[src/rtl/vga_host_regs_if.sv]
// Host register port of vga_example: 8-bit bus, 3-bit address, read data, irq.
// master = host side (drives address/write/write_data); slave = register block.
interface vga_host_regs_if;
  logic [2:0] address;
  logic       write;
  logic [7:0] write_data;
  logic [7:0] read_data;
  logic       irq;

  modport master (
    output address,
    output write,
    output write_data,
    input  read_data,
    input  irq
  );

  modport slave (
    input  address,
    input  write,
    input  write_data,
    output read_data,
    output irq
  );
endinterface

[src/rtl/vga_host_regs.sv]
// Host register block for the line engine: shadow coords, GO/BUSY, beam, mode,
// PRNG, vblank irq.
// Ports: pclk, rst_n (sync, low); host (slave: address/write/write_data ->
// read_data/irq); vblnk, draw_done in; draw_go, cmd_sta/end_x/y, cmd_beam,
// cmd_mode out.
module vga_host_regs #(
  parameter logic [7:0] PRNG_SEED = 8'h01,
  parameter int         BEAM_W    = 4
) (
  input  logic              pclk,
  input  logic              rst_n,
  vga_host_regs_if.slave    host,
  input  logic              vblnk,
  input  logic              draw_done,
  output logic              draw_go,
  output logic [7:0]        cmd_sta_x,
  output logic [7:0]        cmd_sta_y,
  output logic [7:0]        cmd_end_x,
  output logic [7:0]        cmd_end_y,
  output logic [BEAM_W-1:0] cmd_beam,
  output logic [1:0]        cmd_mode
);

  localparam logic [2:0] A_STAX = 3'd0;
  localparam logic [2:0] A_STAY = 3'd1;
  localparam logic [2:0] A_ENDX = 3'd2;
  localparam logic [2:0] A_ENDY = 3'd3;
  localparam logic [2:0] A_BUSY = 3'd4;
  localparam logic [2:0] A_BEAM = 3'd5;
  localparam logic [2:0] A_MODE = 3'd6;
  localparam logic [2:0] A_PRNG = 3'd7;

  typedef enum logic [1:0] {
    IDLE   = 2'd0,
    LAUNCH = 2'd1,
    BUSY   = 2'd2
  } state_t;

  state_t state;
  state_t state_nx;

  logic [7:0] sta_x;
  logic [7:0] sta_y;
  logic [7:0] end_x;
  logic [7:0] end_y;
  logic [7:0] prng;
  logic [7:0] prng_nx;
  logic [7:0] rd_mux;
  logic       vblnk_q;
  logic       busy;
  logic       go_wr;
  logic       prng_wr;
  logic       launch;

  assign go_wr = host.write
              && (host.address == A_BUSY)
              && host.write_data[0];

  assign prng_wr = host.write
                && (host.address == A_PRNG);

  // taps 8,6,5,4 -> bits 7,5,4,3
  assign prng_nx = {prng[6:0], ^(prng & 8'hB8)};

  always_ff @(posedge pclk) begin
    if (!rst_n) begin
      state <= IDLE;
    end else begin
      state <= state_nx;
    end
  end

  // GO is only honoured from IDLE; draw_done only from BUSY
  always_comb begin
    state_nx = state;
    unique case (state)
      IDLE: begin
        if (go_wr) state_nx = LAUNCH;
      end
      LAUNCH: begin
        state_nx = BUSY;
      end
      BUSY: begin
        if (draw_done) state_nx = IDLE;
      end
      default: begin
        state_nx = IDLE;
      end
    endcase
  end

  always_comb begin
    launch = 1'b0;
    busy   = 1'b1;
    unique case (state)
      IDLE: begin
        busy = 1'b0;
      end
      LAUNCH: begin
        launch = 1'b1;
      end
      BUSY: begin
        launch = 1'b0;
      end
      default: begin
        busy = 1'b0;
      end
    endcase
  end

  assign draw_go = launch;

  always_ff @(posedge pclk) begin
    if (!rst_n) begin
      sta_x    <= '0;
      sta_y    <= '0;
      end_x    <= '0;
      end_y    <= '0;
      cmd_beam <= '0;
      cmd_mode <= '0;
    end else if (host.write) begin
      unique case (host.address)
        A_STAX: sta_x    <= host.write_data;
        A_STAY: sta_y    <= host.write_data;
        A_ENDX: end_x    <= host.write_data;
        A_ENDY: end_y    <= host.write_data;
        A_BEAM: cmd_beam <= host.write_data[BEAM_W-1:0];
        A_MODE: cmd_mode <= host.write_data[1:0];
        A_BUSY: ;
        A_PRNG: ;
        default: ;
      endcase
    end
  end

  // Commit on entry to LAUNCH so cmd_* are stable while draw_go is high.
  always_ff @(posedge pclk) begin
    if (!rst_n) begin
      cmd_sta_x <= '0;
      cmd_sta_y <= '0;
      cmd_end_x <= '0;
      cmd_end_y <= '0;
    end else if ((state == IDLE) && go_wr) begin
      cmd_sta_x <= sta_x;
      cmd_sta_y <= sta_y;
      cmd_end_x <= end_x;
      cmd_end_y <= end_y;
    end
  end

  // Zero is a lock-up state of the LFSR, so it is replaced by the seed.
  always_ff @(posedge pclk) begin
    if (!rst_n) begin
      prng <= PRNG_SEED;
    end else if (prng_wr) begin
      if (host.write_data == 8'h00) begin
        prng <= PRNG_SEED;
      end else begin
        prng <= host.write_data;
      end
    end else begin
      prng <= prng_nx;
    end
  end

  always_comb begin
    rd_mux = '0;
    unique case (host.address)
      A_STAX: rd_mux = sta_x;
      A_STAY: rd_mux = sta_y;
      A_ENDX: rd_mux = end_x;
      A_ENDY: rd_mux = end_y;
      A_BUSY: rd_mux = {7'b0, busy};
      A_BEAM: rd_mux[BEAM_W-1:0] = cmd_beam;
      A_MODE: rd_mux[1:0] = cmd_mode;
      A_PRNG: rd_mux = prng;
      default: rd_mux = '0;
    endcase
  end

  always_ff @(posedge pclk) begin
    if (!rst_n) begin
      host.read_data <= '0;
    end else begin
      host.read_data <= rd_mux;
    end
  end

  // vblnk_q tracks vblnk during reset so a level already high
  // at release is not seen as a rising edge.
  always_ff @(posedge pclk) begin
    if (!rst_n) begin
      vblnk_q  <= vblnk;
      host.irq <= 1'b0;
    end else begin
      vblnk_q  <= vblnk;
      host.irq <= vblnk & ~vblnk_q;
    end
  end

endmodule

[src/flat_wrapper.sv]
// flat-port wrapper written by rule: the top's interface ports become plain ports
module vga_host_regs_flat 
#(
  parameter logic [7:0] PRNG_SEED = 8'h01,
  parameter int         BEAM_W    = 4
)
  (pclk, rst_n, vblnk, draw_done, draw_go, cmd_sta_x, cmd_sta_y, cmd_end_x, cmd_end_y, cmd_beam, cmd_mode, host_address, host_write, host_write_data, host_read_data, host_irq);
  vga_host_regs_if host_i ();
  input  logic pclk;
  input  logic rst_n;
  input  logic vblnk;
  input  logic draw_done;
  output logic draw_go;
  output logic [7:0] cmd_sta_x;
  output logic [7:0] cmd_sta_y;
  output logic [7:0] cmd_end_x;
  output logic [7:0] cmd_end_y;
  output logic [BEAM_W-1:0] cmd_beam;
  output logic [1:0] cmd_mode;
  input wire logic [$bits(host_i.address)-1:0] host_address;
  input wire logic [$bits(host_i.write)-1:0] host_write;
  input wire logic [$bits(host_i.write_data)-1:0] host_write_data;
  output wire logic [$bits(host_i.read_data)-1:0] host_read_data;
  output wire logic [$bits(host_i.irq)-1:0] host_irq;
  assign host_i.address = host_address;
  assign host_i.write = host_write;
  assign host_i.write_data = host_write_data;
  assign host_read_data = host_i.read_data;
  assign host_irq = host_i.irq;
  vga_host_regs #(.PRNG_SEED(PRNG_SEED), .BEAM_W(BEAM_W)) u_core (.pclk(pclk), .rst_n(rst_n), .host(host_i), .vblnk(vblnk), .draw_done(draw_done), .draw_go(draw_go), .cmd_sta_x(cmd_sta_x), .cmd_sta_y(cmd_sta_y), .cmd_end_x(cmd_end_x), .cmd_end_y(cmd_end_y), .cmd_beam(cmd_beam), .cmd_mode(cmd_mode));
endmodule
[config.mk]
export PLATFORM = sky130hd
export DESIGN_NAME = vga_host_regs_flat
export DESIGN_NICKNAME = d
export VERILOG_FILES = /design/src/rtl/vga_host_regs_if.sv /design/src/rtl/vga_host_regs.sv /design/src/flat_wrapper.sv
export SDC_FILE = /design/constraint.sdc
export NUM_CORES = 1
export LEC_CHECK = 0
export ABC_AREA = 1
export CAP_MARGIN = 20
export CORE_MARGIN = 2
export CORE_UTILIZATION = 57
export DETAILED_ROUTE_END_ITERATION = 7
export HOLD_SLACK_MARGIN = 0.1
export PLACE_DENSITY = 0.85
export REMOVE_ABC_BUFFERS = 1
export SYNTH_ARGS = -nofsm -noshare
export SYNTH_HDL_FRONTEND = slang
export SYNTH_SLANG_ARGS = --single-unit
[constraint.sdc]
create_clock -name pclk -period 3.8 [get_ports pclk]
set_input_delay 0.76 -clock pclk [delete_from_list [all_inputs] [get_ports pclk]]
set_output_delay 0.76 -clock pclk [all_outputs]
set_load 0.1 [all_outputs]
==> impl_metrics.tcl, run 1 <==
set metrics [dict create \
    synth.distinct_cells 26 \
    switching_share 0.3157 \
    numCtsBuffers 9 \
    drive_gt1_frac 0.05583 \
    cts.clk_slew.worst_paths_ps 90 \
    port_buffers 63 \
    overflow 0 \
    peakVddDrop_mv 0.2564 \
    cp.required_ps 3040 \
    synth_edf_count 0 \
    io_pins 64 \
    grt_pass1_vias 3301 \
    async_flop_share 0 \
    fin_crit_sh 0.7608 \
    core_area_um2 6681 \
    yosysWarningCount 0 \
    clock_skew_ps 10.53 \
    internal_power_uw 1449 \
    final_cells 689 \
    num_antenna_cells 0 \
    slowest_stage "clkdlybuf4s50_1" \
    numPlacedInstances 673 \
    yosys-top-cells-count "nand2_1 (126), nor2_1 (105), dfxtp_1 (90)" \
    antenna_found_initial 0 \
    clock_sinks 90 \
    yosys.area.top_type "dfxtp_1" \
    antenna_left 0 \
    p_leak_uw 0.001887 \
    avgSynthCellArea_um2 7.035 \
    vias_per_cell 5.277 \
    clock-root-buffer "clkbuf_8" \
    area_growth_pct 20.82 \
    crit_buf_inv 2 \
    power_density_nw_per_um2 452.0 \
    vias 3636 \
    drt_iter0_markers 327 \
    cts_setup_buffers 0 \
    clock_latency_ps 370 \
    outcome "complete, no violations" \
    finalSetupTns_ps 0 \
    path_class "reg -> out" \
    cap_violations 0 \
    netlist.area_leader.share 0.4648 \
    finalPower_uw 2117 \
    grt_max_degree 71 \
    end_kind "primary output" \
    fmax_mhz 345.9 \
    die_area_um2 7476 \
    row_count 30 \
    die_h_um 86.47 \
    final_util 0.7009 \
    clock_path_buffers 2 \
    hold_viol_final 0 \
    netlist_area_um2 3876 \
    ys_ff_latch 90 \
    cts_tree "done" \
    final-setup-viol-count 0 \
    crit_path_start_kind "flop" \
    h-tree-depth 3 \
    wl_mm 9.014 \
    cts.repair.resized 0 \
    rsz0062_at_grt "no" \
    hp-class "reg -> reg" \
    worstPathCellList "inv_1 -> ha_1 -> clkdlybuf4s50_1" \
    synth_ff_type "dfxtp_1" \
    worst_slew_pin_slew_ps 973.8 \
    synth.yosys.seq_area_share 0.4648 \
    grt_usage 0.2514 \
    nNetsFinal 624 \
    initial_core_util 0.5801 \
    grt_pass1_wl_mm 14.70 \
    arrival_ps 2130 \
    p_switching_uw 668.3 \
    pwr-share-comb 0.193 \
    place_congestion 0.9577 \
    max_stage_delay_ps 1130 \
    crit_path_max_fanout 3 \
    min_period_ps 2891 \
    yosys-top-cells-area "dfxtp_1 (46%), nand2_1 (12%), nor2_1 (10%)" \
    dp_hpwl_mm 6.094 \
    maxSlewViolCount 0 \
    wl_per_cell_um 13.08 \
    postLayoutCellArea_um2 4683 \
    timing.critical_path.max_delay_family "buffers and inverters" \
    clkPwrFrac 0.330 \
    place_area_um2 4469 \
    drc 0 \
    first_pass_iters 5 \
    p_seq_frac 0.477 \
    syn_inst 551 \
    postCtsHoldBufs 0 \
    relSlewSlack 0.3487 \
    yosysMostFrequentCell "nand2_1" \
    die_w_um 86.47 \
]
metal layers:
metal / GRT usage / up-vias / routed length (um)
met5: 0 / - / 0
met2: 0.4049 / 147 / 4261
met1: 0.3277 / 1635 / 3961
met3: 0.05048 / 24 / 566
li1: - / 1830 / -
met4: 0.1108 / 0 / 224
state kept, by name, summed over array words and instances, names as in the netlist:
signal and cells:
u_core.sta_x 8, u_core.end_x 8, u_core.end_y 8, u_core.cmd_end_x 8, u_core.vblnk_q 1, u_core.cmd_sta_y 8
u_core.cmd_beam 4, u_core.cmd_sta_x 8, u_core.cmd_mode 2, u_core.prng 8, u_core.host.irq 1, u_core.cmd_end_y 8
u_core.sta_y 8, u_core.state 2, u_core.host.read_data 8
worst paths after layout:
kind | end | cells after the start | startpoint | slack (ps)
worst min register to register | u_core.host.irq | 1 | u_core.vblnk_q | 390
worst max-delay path | draw_go | 3 | u_core.state[1] | 910
worst max register to register | u_core.cmd_end_y[0] | 7 | u_core.state[0] | 2030
worst min-delay path | u_core.host.irq | 1 | u_core.vblnk_q | 390
cells in the final DEF, fill, tap and decap left out, drive strengths merged:
cell type | synthesis | final
nor2 | 112 | 112
nand4 | 7 | 7
inv | 59 | 59
o21a | 1 | 1
dfxtp | 90 | 90
clkdlybuf4s50 | 0 | 62
a21oi | 40 | 40
nand2 | 128 | 128
nor3 | 1 | 1
buf | 18 | 5
clkinv | 1 | 4
xnor2 | 1 | 1
bufinv | 0 | 1
o21ai | 39 | 39
xor2 | 1 | 1
ha | 4 | 4
clkbuf | 7 | 12
nand3 | 42 | 42
kinds of logic after synthesis:
kind of cell,Yosys count,synth area share
AOI/OAI and AO/OA,80,0.1039
adders and majority gates,4,0.01291
xor gates and xnor gates,2,0.004520
DFF,90,0.4648
buffers and inverters,85,0.1001
and+or+nand+nor,290,0.3137
metrics by stage:
step | setup WS [ps] | hold slack, ps
after detailed placement | 895.9 | 374.9
after global placement | 951.3 | 371.3
after CTS | 907.0 | 388.9
after global routing | 880.9 | 402.1
after floorplan | 1857 | 366.5
final | 909.0 | 386.1
power groups by stage:
stage                     Sequential, uW  Clock [uW]  Combinational, uW
final                               1010         699                409
after global routing                1010         746                441
after CTS                           1010         700                408
after detailed placement            1030           0                406
after global placement              1030           0                396
after floorplan                     1150           0                170
cell type report:
cell class | count | area [um^2]
Tap cell | 80 | 100.1
Clock inverter | 4 | 48.80
Fill cell | 545 | 1998
Sequential cell | 90 | 1802
Timing Repair Buffer | 67 | 655.6
Inverter | 60 | 225.2
Clock buffer | 12 | 165.2
Multi-Input combinational cell | 376 | 1687
(Power assumes the default switching activity.)
==> inputs of run 2 (changes only) <==
--- a/config.mk
+++ b/config.mk
@@ -8,10 +8,10 @@
 export ABC_AREA = 1
 export CAP_MARGIN = 20
 export CORE_MARGIN = 2
-export CORE_UTILIZATION = 57
+export CORE_UTILIZATION = 48
 export DETAILED_ROUTE_END_ITERATION = 7
 export HOLD_SLACK_MARGIN = 0.1
-export PLACE_DENSITY = 0.85
+export PLACE_DENSITY = 0.76
 export REMOVE_ABC_BUFFERS = 1
 export SYNTH_ARGS = -nofsm -noshare
 export SYNTH_HDL_FRONTEND = slang
==> constraint.sdc (replaced) <==
create_clock -name pclk -period 2.35 [get_ports pclk]
set_input_delay 0.47 -clock pclk [delete_from_list [all_inputs] [get_ports pclk]]
set_output_delay 0.47 -clock pclk [all_outputs]
set_load 0.1 [all_outputs]
==> run 2 against run 1 <==
Die area up 18%. Final cell count rose by 4.9%. Global-route usage shrank 3.4 points. Largest power group unchanged. Sequential share of layout area shrank 0.18 points. Non-clock buffer count up 12. Clock power is 56% higher. Register-to-register slack got worse by 1000 ps. Clock skew down 2.8 ps. Worst hold slack better by 11 ps. Largest cell class unchanged.
==> impl_metrics.tcl, run 2 (synthesis results as in run 1) <==
set metrics [dict create \
    numCtsBuffers 9 \
    grt_use_met1 0.2781 \
    row_count 32 \
    maxSlewViolCount 0 \
    num_antenna_cells 0 \
    finalSetupTns_ps 0 \
    preCtsSetupSlack_ps 107.9 \
    hp-class "reg -> reg" \
    antenna_found_initial 0 \
    die_w_um 93.87 \
    internal_power_uw 2274 \
    end_kind "flop" \
    switching_share 0.3284 \
    drt_iter0_markers 160 \
    fin_crit_sh 0.8146 \
    place_congestion 0.8726 \
    vias_per_cell 4.947 \
    grt_usage 0.2169 \
    min_period_ps 1914 \
    first_pass_iters 4 \
    rsz0062_at_grt "no" \
    worstPathCellList "clkdlybuf4s50_1 -> nor2_1 -> nand2_1 -> inv_1 -> nand2_2 -> inv_1 -> nor2_1 -> nor2_1" \
    cts_setup_buffers 0 \
    final_util 0.6058 \
    cts_tree "done" \
    nFillCells 777 \
    met2_usage 0.3583 \
    p_switching_uw 1112 \
    final_cell_mix "nand2_1 (126), nor2_1 (105), dfxtp_1 (90), buf_4 (61), inv_1 (58)" \
    initial_core_util 0.4990 \
    worst_slew_pin_slew_ps 584.6 \
    crit_path_max_fanout 10 \
    clkPwrFrac 0.321 \
    clock_latency_ps 360 \
    wl_per_cell_um 12.66 \
    p_leak_uw 0.002043 \
    power_density_nw_per_um2 719.6 \
    overflow 0 \
    wl_mm 9.155 \
    relSlewSlack 0.6079 \
    use_met3 0.04575 \
    final-setup-viol-count 0 \
    clock_path_buffers 2 \
    drc 0 \
    area_growth_pct 21.40 \
    io_pins 64 \
    slowest_stage "clkdlybuf4s50_1" \
    port_buffers 63 \
    postCtsHoldBufs 0 \
    cp_common_cell "nor2_1" \
    peakVddDrop_mv 0.5408 \
    grt-busiest-layer "met2" \
    grt_pass1_vias 3305 \
    final_common_cell "nand2_1" \
    cts.repair.resized 0 \
    h-tree-depth 3 \
    clock_skew_ps 7.765 \
    die_h_um 93.87 \
    drive_gt1_frac 0.1498 \
    vias 3577 \
    cp.required_ps 2650 \
    r2r_setup_slack_ps 1000 \
    antenna_left 0 \
    cts.clk_slew.worst_paths_ps 100 \
    dp_hpwl_mm 6.579 \
    arrival_ps 2210 \
    crit_path_start_kind "input port" \
    setup_ws_ps 435.7 \
    fmax_mhz 522.4 \
    hold_viol_final 0 \
    nNetsFinal 636 \
    pwr-share-comb 0.197 \
    outcome "complete, no violations" \
    cap_violations 0 \
    clock_sinks 90 \
    p_seq_frac 0.482 \
    clock-root-buffer "clkbuf_8" \
    die_area_um2 8811 \
    grt_max_degree 40 \
    path_class "in -> reg" \
    grt_pass1_wl_mm 14.93 \
    core_area_um2 7767 \
    max_stage_delay_ps 590 \
]
## run 2: power by group through the flow
stage	logic (uW)	clock network, uW	registers [uW]
after floorplan	275	0	1850
after global placement	651	0	1660
after detailed placement	667	0	1670
after CTS	669	1100	1630
after global routing	726	1170	1640
final	668	1090	1630
## run 2: layout make-up
| type | instances | area, um^2 | area share |
|---|---|---|---|
| sequential | 90 | 1802 | 0.3829 |
| multi-input combinational | 376 | 1687 | 0.3584 |
| timing repair buffer | 79 | 663.1 | 0.1409 |
| inverter | 60 | 225.2 | 0.04786 |
| clock buffer | 10 | 127.6 | 0.02712 |
| tap | 102 | 127.6 | 0.02712 |
| clock inverter | 6 | 73.82 | 0.01569 |
## run 2: path summary, 6_finish.rpt
kind,startpoint,depth (start not counted),endpoint
max,host_address[2],8,u_core.sta_y[2]
min,u_core.vblnk_q,1,u_core.host.irq
min reg2reg,u_core.vblnk_q,1,u_core.host.irq
max reg2reg,u_core.state[0],8,u_core.cmd_sta_y[4]
## run 2: per-layer routing
layer / share of wire / routed length [um]
met5: 0 / 0
met2: 0.48 / 4350
met1: 0.46 / 4179
met4: 0.018 / 168
met3: 0.050 / 457
## run 2: worst max-delay path: cells and delay by family
kind                   cells  cell delay [ps]
buffers and inverters      3              940
and+or+nand+nor            5              820
## run 2: through the flow
| step | total power, uW | instances | cell area, um^2 | hold WS (ps) |
|---|---|---|---|---|
| 3_5_place_dp | 2334 | 707 | 4504 | 387.8 |
| 5_1_grt | 3539 | 723 | 4706 | 414.2 |
| 3_3_place_gp | 2314 | 707 | 4504 | 374.4 |
| 4_1_cts | 3401 | 723 | 4706 | 401.7 |
| 2_1_floorplan | 2128 | 526 | 3714 | 366.5 |
| 6_report | 3386 | 723 | 4706 | 396.8 |
